`config.mk`:
```
export PLATFORM = sky130hd
export DESIGN_NAME = prog_clk_divider_flat
export DESIGN_NICKNAME = d
export VERILOG_FILES = /design/src/rtl/prog_clk_divider_if.sv /design/src/rtl/prog_clk_divider.sv /design/src/flat_wrapper.sv
export SDC_FILE = /design/constraint.sdc
export NUM_CORES = 1
export LEC_CHECK = 0
export CORE_MARGIN = 10
export CORE_UTILIZATION = 45
export CTS_CLUSTER_SIZE = 12
export DETAILED_ROUTE_END_ITERATION = 8
export HOLD_SLACK_MARGIN = 0.06
export PLACE_DENSITY = 0.69
export SLEW_MARGIN = 20
export SYNTH_ARGS = -nofsm -noshare
export SYNTH_HDL_FRONTEND = slang
export SYNTH_SLANG_ARGS = --single-unit
```
`constraint.sdc`:
```
create_clock -name clk -period 2.7 [get_ports clk]
set_input_delay 0.405 -clock clk [delete_from_list [all_inputs] [get_ports clk]]
set_output_delay 0.405 -clock clk [all_outputs]
set_load 0.01 [all_outputs]
```
`src/rtl/prog_clk_divider_if.sv`:
```
// Control/status bundle between the config logic and prog_clk_divider.
// CLKDIV_DUTY_EN adds the duty_in / pwm_out pair.
interface prog_clk_divider_if #(
   parameter int WIDTH = 8
);
   logic             en;
   logic             clr;
   logic             load;
   logic [WIDTH-1:0] div_in;
   logic             tick;
   logic             sq_out;
   logic [WIDTH-1:0] cnt_o;
   logic             pend_o;
`ifdef CLKDIV_DUTY_EN
   logic [WIDTH-1:0] duty_in;
   logic             pwm_out;

   modport master (
      output en, clr, load, div_in, duty_in,
      input  tick, sq_out, cnt_o, pend_o, pwm_out
   );
   modport slave (
      input  en, clr, load, div_in, duty_in,
      output tick, sq_out, cnt_o, pend_o, pwm_out
   );
`else
   modport master (
      output en, clr, load, div_in,
      input  tick, sq_out, cnt_o, pend_o
   );
   modport slave (
      input  en, clr, load, div_in,
      output tick, sq_out, cnt_o, pend_o
   );
`endif
endinterface

```
`src/rtl/prog_clk_divider.sv`:
```
// Programmable clock divider: wrap-at-T counter, one-cycle tick, 50% square wave, shadowed divisor.
// Optional PWM output when CLKDIV_DUTY_EN is defined.
module prog_clk_divider #(
   parameter int               WIDTH       = 8,
   parameter logic [WIDTH-1:0] DEFAULT_DIV = WIDTH'(9)
) (
   input logic              clk,
   input logic              rst_n,
   prog_clk_divider_if.slave bus
);
   localparam logic [WIDTH-1:0] ONE = {{(WIDTH-1){1'b0}}, 1'b1};

   logic [WIDTH-1:0] cnt_r, cnt_nxt_s;
   logic [WIDTH-1:0] div_act_r, div_act_nxt_s;
   logic [WIDTH-1:0] div_pend_r, div_pend_nxt_s;
   logic             pend_r, pend_nxt_s;
   logic             tick_r, tick_nxt_s;
   logic             sq_r, sq_nxt_s;
`ifdef CLKDIV_DUTY_EN
   logic [WIDTH-1:0] duty_act_r, duty_act_nxt_s;
   logic [WIDTH-1:0] duty_pend_r, duty_pend_nxt_s;
   logic             pwm_r, pwm_nxt_s;
`endif

   // Next-state logic: clr beats counting; loads apply at a wrap or at once when not counting.
   always_comb begin
      cnt_nxt_s      = cnt_r;
      div_act_nxt_s  = div_act_r;
      div_pend_nxt_s = div_pend_r;
      pend_nxt_s     = pend_r;
      tick_nxt_s     = 1'b0;
      sq_nxt_s       = sq_r;
`ifdef CLKDIV_DUTY_EN
      duty_act_nxt_s  = duty_act_r;
      duty_pend_nxt_s = duty_pend_r;
`endif
      if (bus.clr) begin
         cnt_nxt_s = '0;
         sq_nxt_s  = 1'b0;
         if (bus.load) begin
            div_act_nxt_s  = bus.div_in;
            div_pend_nxt_s = bus.div_in;
            pend_nxt_s     = 1'b0;
`ifdef CLKDIV_DUTY_EN
            duty_act_nxt_s  = bus.duty_in;
            duty_pend_nxt_s = bus.duty_in;
`endif
         end else begin
            pend_nxt_s = pend_r;
         end
      end else if (bus.en) begin
         if (cnt_r == div_act_r) begin
            cnt_nxt_s  = '0;
            tick_nxt_s = 1'b1;
            sq_nxt_s   = ~sq_r;
            // A load on the wrap cycle overrides any older pending value.
            if (bus.load) begin
               div_act_nxt_s  = bus.div_in;
               div_pend_nxt_s = bus.div_in;
               pend_nxt_s     = 1'b0;
`ifdef CLKDIV_DUTY_EN
               duty_act_nxt_s  = bus.duty_in;
               duty_pend_nxt_s = bus.duty_in;
`endif
            end else if (pend_r) begin
               div_act_nxt_s = div_pend_r;
               pend_nxt_s    = 1'b0;
`ifdef CLKDIV_DUTY_EN
               duty_act_nxt_s = duty_pend_r;
`endif
            end else begin
               pend_nxt_s = 1'b0;
            end
         end else begin
            cnt_nxt_s = cnt_r + ONE;
            if (bus.load) begin
               div_pend_nxt_s = bus.div_in;
               pend_nxt_s     = 1'b1;
`ifdef CLKDIV_DUTY_EN
               duty_pend_nxt_s = bus.duty_in;
`endif
            end else begin
               pend_nxt_s = pend_r;
            end
         end
      end else begin
         if (bus.load) begin
            div_act_nxt_s  = bus.div_in;
            div_pend_nxt_s = bus.div_in;
            pend_nxt_s     = 1'b0;
`ifdef CLKDIV_DUTY_EN
            duty_act_nxt_s  = bus.duty_in;
            duty_pend_nxt_s = bus.duty_in;
`endif
            // Shrinking T below a frozen count would skip the wrap; restart instead.
            if (cnt_r > bus.div_in) begin
               cnt_nxt_s = '0;
            end else begin
               cnt_nxt_s = cnt_r;
            end
         end else begin
            pend_nxt_s = pend_r;
         end
      end
`ifdef CLKDIV_DUTY_EN
      pwm_nxt_s = (cnt_nxt_s < duty_act_nxt_s);
`endif
   end

   // State and output registers with synchronous active-low reset.
   always_ff @(posedge clk) begin
      if (!rst_n) begin
         cnt_r      <= '0;
         div_act_r  <= DEFAULT_DIV;
         div_pend_r <= DEFAULT_DIV;
         pend_r     <= 1'b0;
         tick_r     <= 1'b0;
         sq_r       <= 1'b0;
`ifdef CLKDIV_DUTY_EN
         duty_act_r  <= '0;
         duty_pend_r <= '0;
         pwm_r       <= 1'b0;
`endif
      end else begin
         cnt_r      <= cnt_nxt_s;
         div_act_r  <= div_act_nxt_s;
         div_pend_r <= div_pend_nxt_s;
         pend_r     <= pend_nxt_s;
         tick_r     <= tick_nxt_s;
         sq_r       <= sq_nxt_s;
`ifdef CLKDIV_DUTY_EN
         duty_act_r  <= duty_act_nxt_s;
         duty_pend_r <= duty_pend_nxt_s;
         pwm_r       <= pwm_nxt_s;
`endif
      end
   end

   assign bus.cnt_o  = cnt_r;
   assign bus.tick   = tick_r;
   assign bus.sq_out = sq_r;
   assign bus.pend_o = pend_r;
`ifdef CLKDIV_DUTY_EN
   assign bus.pwm_out = pwm_r;
`endif

endmodule

```
`src/flat_wrapper.sv`:
```
// flat-port wrapper written by rule: the top's interface ports become plain ports
module prog_clk_divider_flat 
#(
   parameter int               WIDTH       = 8,
   parameter logic [WIDTH-1:0] DEFAULT_DIV = WIDTH'(9)
)
  (clk, rst_n, bus_en, bus_clr, bus_load, bus_div_in, bus_tick, bus_sq_out, bus_cnt_o, bus_pend_o);
  prog_clk_divider_if #(.WIDTH(WIDTH)) bus_i ();
  input logic clk;
  input logic rst_n;
  input wire logic [$bits(bus_i.en)-1:0] bus_en;
  input wire logic [$bits(bus_i.clr)-1:0] bus_clr;
  input wire logic [$bits(bus_i.load)-1:0] bus_load;
  input wire logic [$bits(bus_i.div_in)-1:0] bus_div_in;
  output wire logic [$bits(bus_i.tick)-1:0] bus_tick;
  output wire logic [$bits(bus_i.sq_out)-1:0] bus_sq_out;
  output wire logic [$bits(bus_i.cnt_o)-1:0] bus_cnt_o;
  output wire logic [$bits(bus_i.pend_o)-1:0] bus_pend_o;
  assign bus_i.en = bus_en;
  assign bus_i.clr = bus_clr;
  assign bus_i.load = bus_load;
  assign bus_i.div_in = bus_div_in;
  assign bus_tick = bus_i.tick;
  assign bus_sq_out = bus_i.sq_out;
  assign bus_cnt_o = bus_i.cnt_o;
  assign bus_pend_o = bus_i.pend_o;
  prog_clk_divider #(.WIDTH(WIDTH), .DEFAULT_DIV(DEFAULT_DIV)) u_core (.clk(clk), .rst_n(rst_n), .bus(bus_i));
endmodule
```
==> results of run 1 <==
-- report_power, final --
group / total, µW / internal (µW) / switching, µW / leakage [µW]
Combinational: 127 / 66.1 / 60.7 / 0.000584
Clock: 171 / 57.9 / 113 / 0.0000150
Sequential: 430 / 416 / 13.7 / 0.000221
Total: 728 / 540 / 188 / 0.000820
-- layout make-up --
type | count | area [µm²] | area share [%]
Multi-Input combinational cell | 129 | 943 | 50.2
Sequential cell | 27 | 541 | 28.7
Timing Repair Buffer | 30 | 283 | 15.0
Tap cell | 46 | 57.6 | 3.06
Inverter | 8 | 30.0 | 1.60
Clock buffer | 4 | 26.3 | 1.40
-- routing by layer --
metal  vias up  global-route usage (%)  wire length, µm
met5         -                       0                0
met4         0                    2.51               30
met3         5                    2.39              120
met2        24                    19.1             1690
met1       599                    13.4             1580
li1        659                       -                -
-- cells in the mapped netlist (all sizes together), types with 5 or more instances --
library cell | n | area share (%)
a21boi | 6 | 2.9
a221o | 5 | 3.2
and3 | 5 | 2.0
clkbuf | 5 | 1.2
dfxtp | 27 | 35
ha | 9 | 7.3
inv | 8 | 1.9
mux2i | 16 | 10
nand2 | 16 | 3.9
nand2b | 10 | 4.0
nand3 | 6 | 1.9
nor2 | 8 | 1.9
nor2b | 9 | 3.6
o21ai | 9 | 2.9
xor2 | 9 | 5.1
-- placed cells by master (no fill, tap or decap), types with 2 or more instances in the layout --
cell type	instances
o21ai_0	9
ha_1	9
buf_4	7
and3_1	5
a21boi_0	6
a221o_1	5
mux2i_1	16
clkdlybuf4s50_1	23
dfxtp_1	27
nand2_1	16
a21oi_1	2
nand2b_1	10
nor2b_1	9
a211oi_1	2
nand3_1	6
nor2_1	8
xor2_1	9
inv_1	8
nor4_2	3
clkbuf_4	3
or2_2	3
nand4_1	2
-- worst paths after layout --
path,from,cells past startpoint,endpoint,slack (ps)
worst max-delay path,bus_div_in[1],9,u_core.bus.cnt_o[2]$_SDFFE_PP0P_,590
worst min-delay path,u_core.div_pend_r[0]$_SDFFE_PN1P_,2,u_core.div_pend_r[0]$_SDFFE_PN1P_,500
worst max register to register,u_core.bus.cnt_o[3]$_SDFFE_PP0P_,7,u_core.bus.cnt_o[2]$_SDFFE_PP0P_,730
worst min register to register,u_core.div_pend_r[0]$_SDFFE_PN1P_,2,u_core.div_pend_r[0]$_SDFFE_PN1P_,500
-- flip-flops by register name, indices dropped and copies added (netlist names) --
name and cells:
u_core.bus.tick 1, u_core.div_act_r 8, u_core.bus.cnt_o 8, u_core.bus.pend_o 1
u_core.div_pend_r 8, u_core.bus.sq_out 1
-- critical path, cell delays in order --
cell,delay (ps)
clkdlybuf4s50_1,490
inv_1,50
ha_1,290
nor2b_1,150
o211ai_1,90
a211oi_1,260
nor4_2,80
buf_4,170
a221o_1,350
-- stage by stage --
step           power, µW  hold WS [ps]  cell area [µm²]
6_report             728           498             1880
5_1_grt              770           525             1880
4_1_cts              736           502             1880
3_5_place_dp         567           469             1850
3_3_place_gp         560           463             1850
2_1_floorplan        516           447             1550
-- cell families after synthesis --
family | after synthesis | synth area share [%]
xor gates and xnor gates | 9 | 5.10
and+or+nand+nor | 64 | 23.0
DFF | 27 | 35.0
buffers and inverters | 16 | 4.05
AOI/OAI and AO/OA | 30 | 14.6
muxes | 17 | 11.1
adders and majority gates | 9 | 7.28
==> run_results.csv, run 1 <==
group,metric,value,unit
routing,route.antenna.remaining_nets,0,
power_and_ir_drop,p_per_area,387,mW/mm²
timing,hold_violations,0,
clocking,clockBufferDepth,2,
clocking,tritoncts,"built",
finish,post-route-util,56.4,%
placed_design,dp_cells,240,
setup_path,required,2920,ps
finish,fillerInstances,323,
synth,yosysSeqAreaShare,35.0,%
floorplanning,io_pins,24,
timing,grt_setup_unrepaired,"false",
outcome,status,"complete, no violations",
worst_hold_path,hp-class,"register to register",
routing,avgRoutedWirePerCell,14.0,µm
timing,worst_slew_pin_slew,577,ps
setup_path,critPathLaunchType,"primary input",
routing,vias,1287,
clocking,insertion_delay,320,ps
power_and_ir_drop,irDropWorstVdd,0.254,mV
run,maxCapViolCount,0,
finish,area_growth,21.6,%
floorplanning,die-area,0.00618,mm²
finish,layout-drive-gt1-share,9.60,%
routing,viasPerCell,5.27,
synth,synth-edff-count,0,
routing,drtIter0Drc,66,
synth,ys_ff_latch,27,
placed_design,place_congestion,0.830,
grt,antenna_found_initial,0,
placed_design,hpwl,2.75,mm
floorplanning,start_util,46.3,%
timing,relSlewSlack,61.4,%
synth,synth_area,0.00155,mm²
floorplanning,die_h,78.6,µm
grt,grt_pass1_wl,5.64,mm
timing,max_freq,473,MHz
placed_design,portBuffers,23,
grt,grt_start_max_net_pins,20,
synth,synth_nets,194,
finish,n_antenna_cell,0,
clocking,root_buffer,"clkbuf_4",
synth,ys_types,31,
floorplanning,die_x,78.6,µm
finish,final-instance-count-excl-fill,244,
grt,grtUsageTotal,11.0,%
timing,finalSetupTns,0,ps
routing,firstDrtPassIters,4,
clocking,cts_resized,0,
timing,finalSetupViolations,0,
finish,final_nets,221,
setup_path,crit_arrival,2340,ps
setup_path,path_max_fanout,8,
synth,synthCells,172,
clocking,post-cts-setup-buffers,0,
power_and_ir_drop,p_leak,0.000820,µW
setup_path,crit_type,"primary input to register",
routing,routed_wirelength,3.42,mm
floorplanning,core-area,0.00334,mm²
clocking,clock-sinks,27,
clocking,cts-buffers-inserted,3,
timing,setup_ws,586,ps
setup_path,critPathCaptureType,"register",
synth,syn_avg_cell_area,8.99,µm²
clocking,clk_pin_slew,130,ps
grt,grt_pass1_vias,1261,
placed_design,dp_slack,243,ps
routing,drc,0,
synth,yosys_warnings,0,
clocking,htreeDepth,1,
timing,finalMaxSlewViolations,0,
floorplanning,rows,21,
timing,min_period,2110,ps
timing,finalCritPeriodShare,78.3,%
timing,final.setup_skew,3.56,ps
grt,grt-ovfl-total,0,
synth,synthArstFlopShare,0,%
clocking,cts_hold_buf,0,
synth,synth_flop_cell,"dfxtp_1",
Power figures use the tool's default switching activity.
==> run 2, diff against run 1 <==
==> constraint.sdc (replaced) <==
create_clock -name clk -period 2.15 [get_ports clk]
set_input_delay 0.3225 -clock clk [delete_from_list [all_inputs] [get_ports clk]]
set_output_delay 0.3225 -clock clk [all_outputs]
set_load 0.01 [all_outputs]
==> run 2 against run 1 <==
Net effect: clock power rose by 31%; wire length rose by 3.0%; register-to-register slack got worse by 500 ps; first-iteration DRC count rose by 14%; clock skew rose by 12 ps; cell area rose by 2.0%; critical path type unchanged; combinational power rose by 34%; non-clock buffer count rose by 5; flip-flop and latch count did not move.
==> run_results.csv, run 2 (synthesis gave the netlist of run 1 again) <==
group,metric,value,unit
worst_hold_path,hp-class,"register to register",
clocking,insertion_delay,330,ps
clocking,tritoncts,"built",
timing,hold_violations,0,
clocking,cts_hold_buf,0,
floorplanning,die_h,78.6,µm
finish,final_cell_area,0.00192,mm²
routing,route.antenna.remaining_nets,0,
clocking,clock-sinks,27,
setup_path,critPathCaptureType,"register",
power_and_ir_drop,power.switching,248,µW
floorplanning,core-area,0.00334,mm²
finish,final_common_cell,"dfxtp_1",
timing,max_freq,501,MHz
routing,vias,1322,
routing,drtIter0Drc,75,
clocking,htreeDepth,1,
finish,area_growth,24.0,%
timing,worst_slew_pin_slew,341,ps
power_and_ir_drop,switching_share,26.6,%
power_and_ir_drop,p_leak,0.000844,µW
routing,viasPerCell,5.31,
floorplanning,rows,21,
routing,avgRoutedWirePerCell,14.1,µm
placed_design,hpwl,2.83,mm
floorplanning,io_pins,24,
placed_design,place_area,0.00189,mm²
setup_path,critPathLaunchType,"primary input",
clocking,cts-buffers-inserted,3,
outcome,status,"complete, no violations",
setup_path,slowest_delay,480,ps
finish,layout-drive-gt1-share,11.8,%
finish,final_nets,226,
timing,min_period,1990,ps
grt,grt_start_max_net_pins,19,
setup_path,path_cells,"clkdlybuf4s50_1 > inv_1 > ha_1 > nor2b_1 > o211ai_1 > a211oi_1 > nor4_2 > buf_4 > a221o_1",
timing,finalSetupViolations,0,
timing,finalCritPeriodShare,92.8,%
power_and_ir_drop,irDropWorstVdd,0.245,mV
timing,finalSetupTns,0,ps
routing,firstDrtPassIters,4,
timing,worst_hold_slack,494,ps
setup_path,crit_arrival,2220,ps
grt,antenna_found_initial,0,
grt,grt_pass1_vias,1290,
clocking,post-cts-setup-buffers,0,
clocking,clockBufferDepth,2,
routing,routed_wirelength,3.52,mm
run,maxCapViolCount,0,
placed_design,portBuffers,23,
power_and_ir_drop,power.share.combinational,18.2,%
power_and_ir_drop,p_seq_share,57.8,%
setup_path,cpMaxStageDelayCell,"clkdlybuf4s50_1",
timing,grt_setup_unrepaired,"false",
setup_path,crit_type,"primary input to register",
power_and_ir_drop,internal_power,686,µW
grt,grtUsageTotal,11.3,%
clocking,root_buffer,"clkbuf_4",
grt,grt_pass1_wl,5.87,mm
power_and_ir_drop,finalPower,934,µW
clocking,clk_pin_slew,150,ps
floorplanning,die-area,0.00618,mm²
finish,layout_common_cells,"27 x dfxtp_1, 23 x clkdlybuf4s50_1, 16 x mux2i_1, 16 x nand2_1, 12 x buf_4",
finish,n_antenna_cell,0,
placed_design,place_congestion,0.809,
power_and_ir_drop,p_per_area,487,mW/mm²
floorplanning,die_x,78.6,µm
timing,relSlewSlack,77.1,%
setup_path,required,2370,ps
timing,final.setup_skew,15.8,ps
clocking,cts_resized,0,
power_and_ir_drop,clock_power_share,24.0,%
timing,finalMaxSlewViolations,0,
routing,drc,0,
setup_path,path_max_fanout,8,
grt,grt-ovfl-total,0,
floorplanning,start_util,46.3,%
run 2: critical path: cells and delay by family:
kind,cells,cell delay [ps]
compound gates,3,680
fa+ha+maj,1,280
buf+inv,3,690
simple gates,2,230
run 2: final timing paths:
check                                    startpoint                                end  slack, ps  cells after the start
setup reg to reg   u_core.bus.cnt_o[1]$_SDFFE_PP0P_   u_core.bus.cnt_o[4]$_SDFFE_PP0P_        230                      7
setup / recovery                      bus_div_in[1]   u_core.bus.cnt_o[4]$_SDFFE_PP0P_        160                      9
hold / removal    u_core.div_pend_r[2]$_SDFFE_PN0P_  u_core.div_pend_r[2]$_SDFFE_PN0P_        490                      2
hold reg to reg   u_core.div_pend_r[2]$_SDFFE_PN0P_  u_core.div_pend_r[2]$_SDFFE_PN0P_        490                      2
run 2: cell type report:
type / count / area, µm²
Inverter: 8 / 30.0
Sequential cell: 27 / 541
Multi-Input combinational cell: 129 / 943
Fill cell: 325 / 1420
Clock buffer: 4 / 26.3
Timing Repair Buffer: 35 / 320
Tap cell: 46 / 57.6
run 2: power groups by stage:
stage          logic (µW)  clock network, µW  registers, µW
2_1_floorplan         101                  0            548
3_3_place_gp          163                  0            549
3_5_place_dp          170                  0            551
4_1_cts               170                229            540
5_1_grt               188                245            543
6_report              170                224            540
run 2: through the flow:
step	worst slack [ps]	cells	utilization, %
CTS	140	249	57.5
global placement	-137	245	56.7
floorplan	214	172	-
finish	155	249	57.5
global route	8.13	249	57.5
detailed placement	-207	245	56.7
run 2: layer usage:
metal / share of wire, % / GRT usage, % / routed length [µm]
met1: 46 / 13.8 / 1630
met4: 1.1 / 3.23 / 40
met5: 0 / 0 / 0
met2: 48 / 19.4 / 1700
met3: 4.2 / 2.51 / 149
==> run 3, diff against run 2 <==
--- a/config.mk
+++ b/config.mk
@@ -11,7 +11,7 @@
 export DETAILED_ROUTE_END_ITERATION = 8
 export HOLD_SLACK_MARGIN = 0.06
 export PLACE_DENSITY = 0.69
-export SLEW_MARGIN = 20
+export SLEW_MARGIN = 25
 export SYNTH_ARGS = -nofsm -noshare
 export SYNTH_HDL_FRONTEND = slang
 export SYNTH_SLANG_ARGS = --single-unit
==> results of run 3 <==
No change in the layout: final DEF, timing and power equal those of run 2.
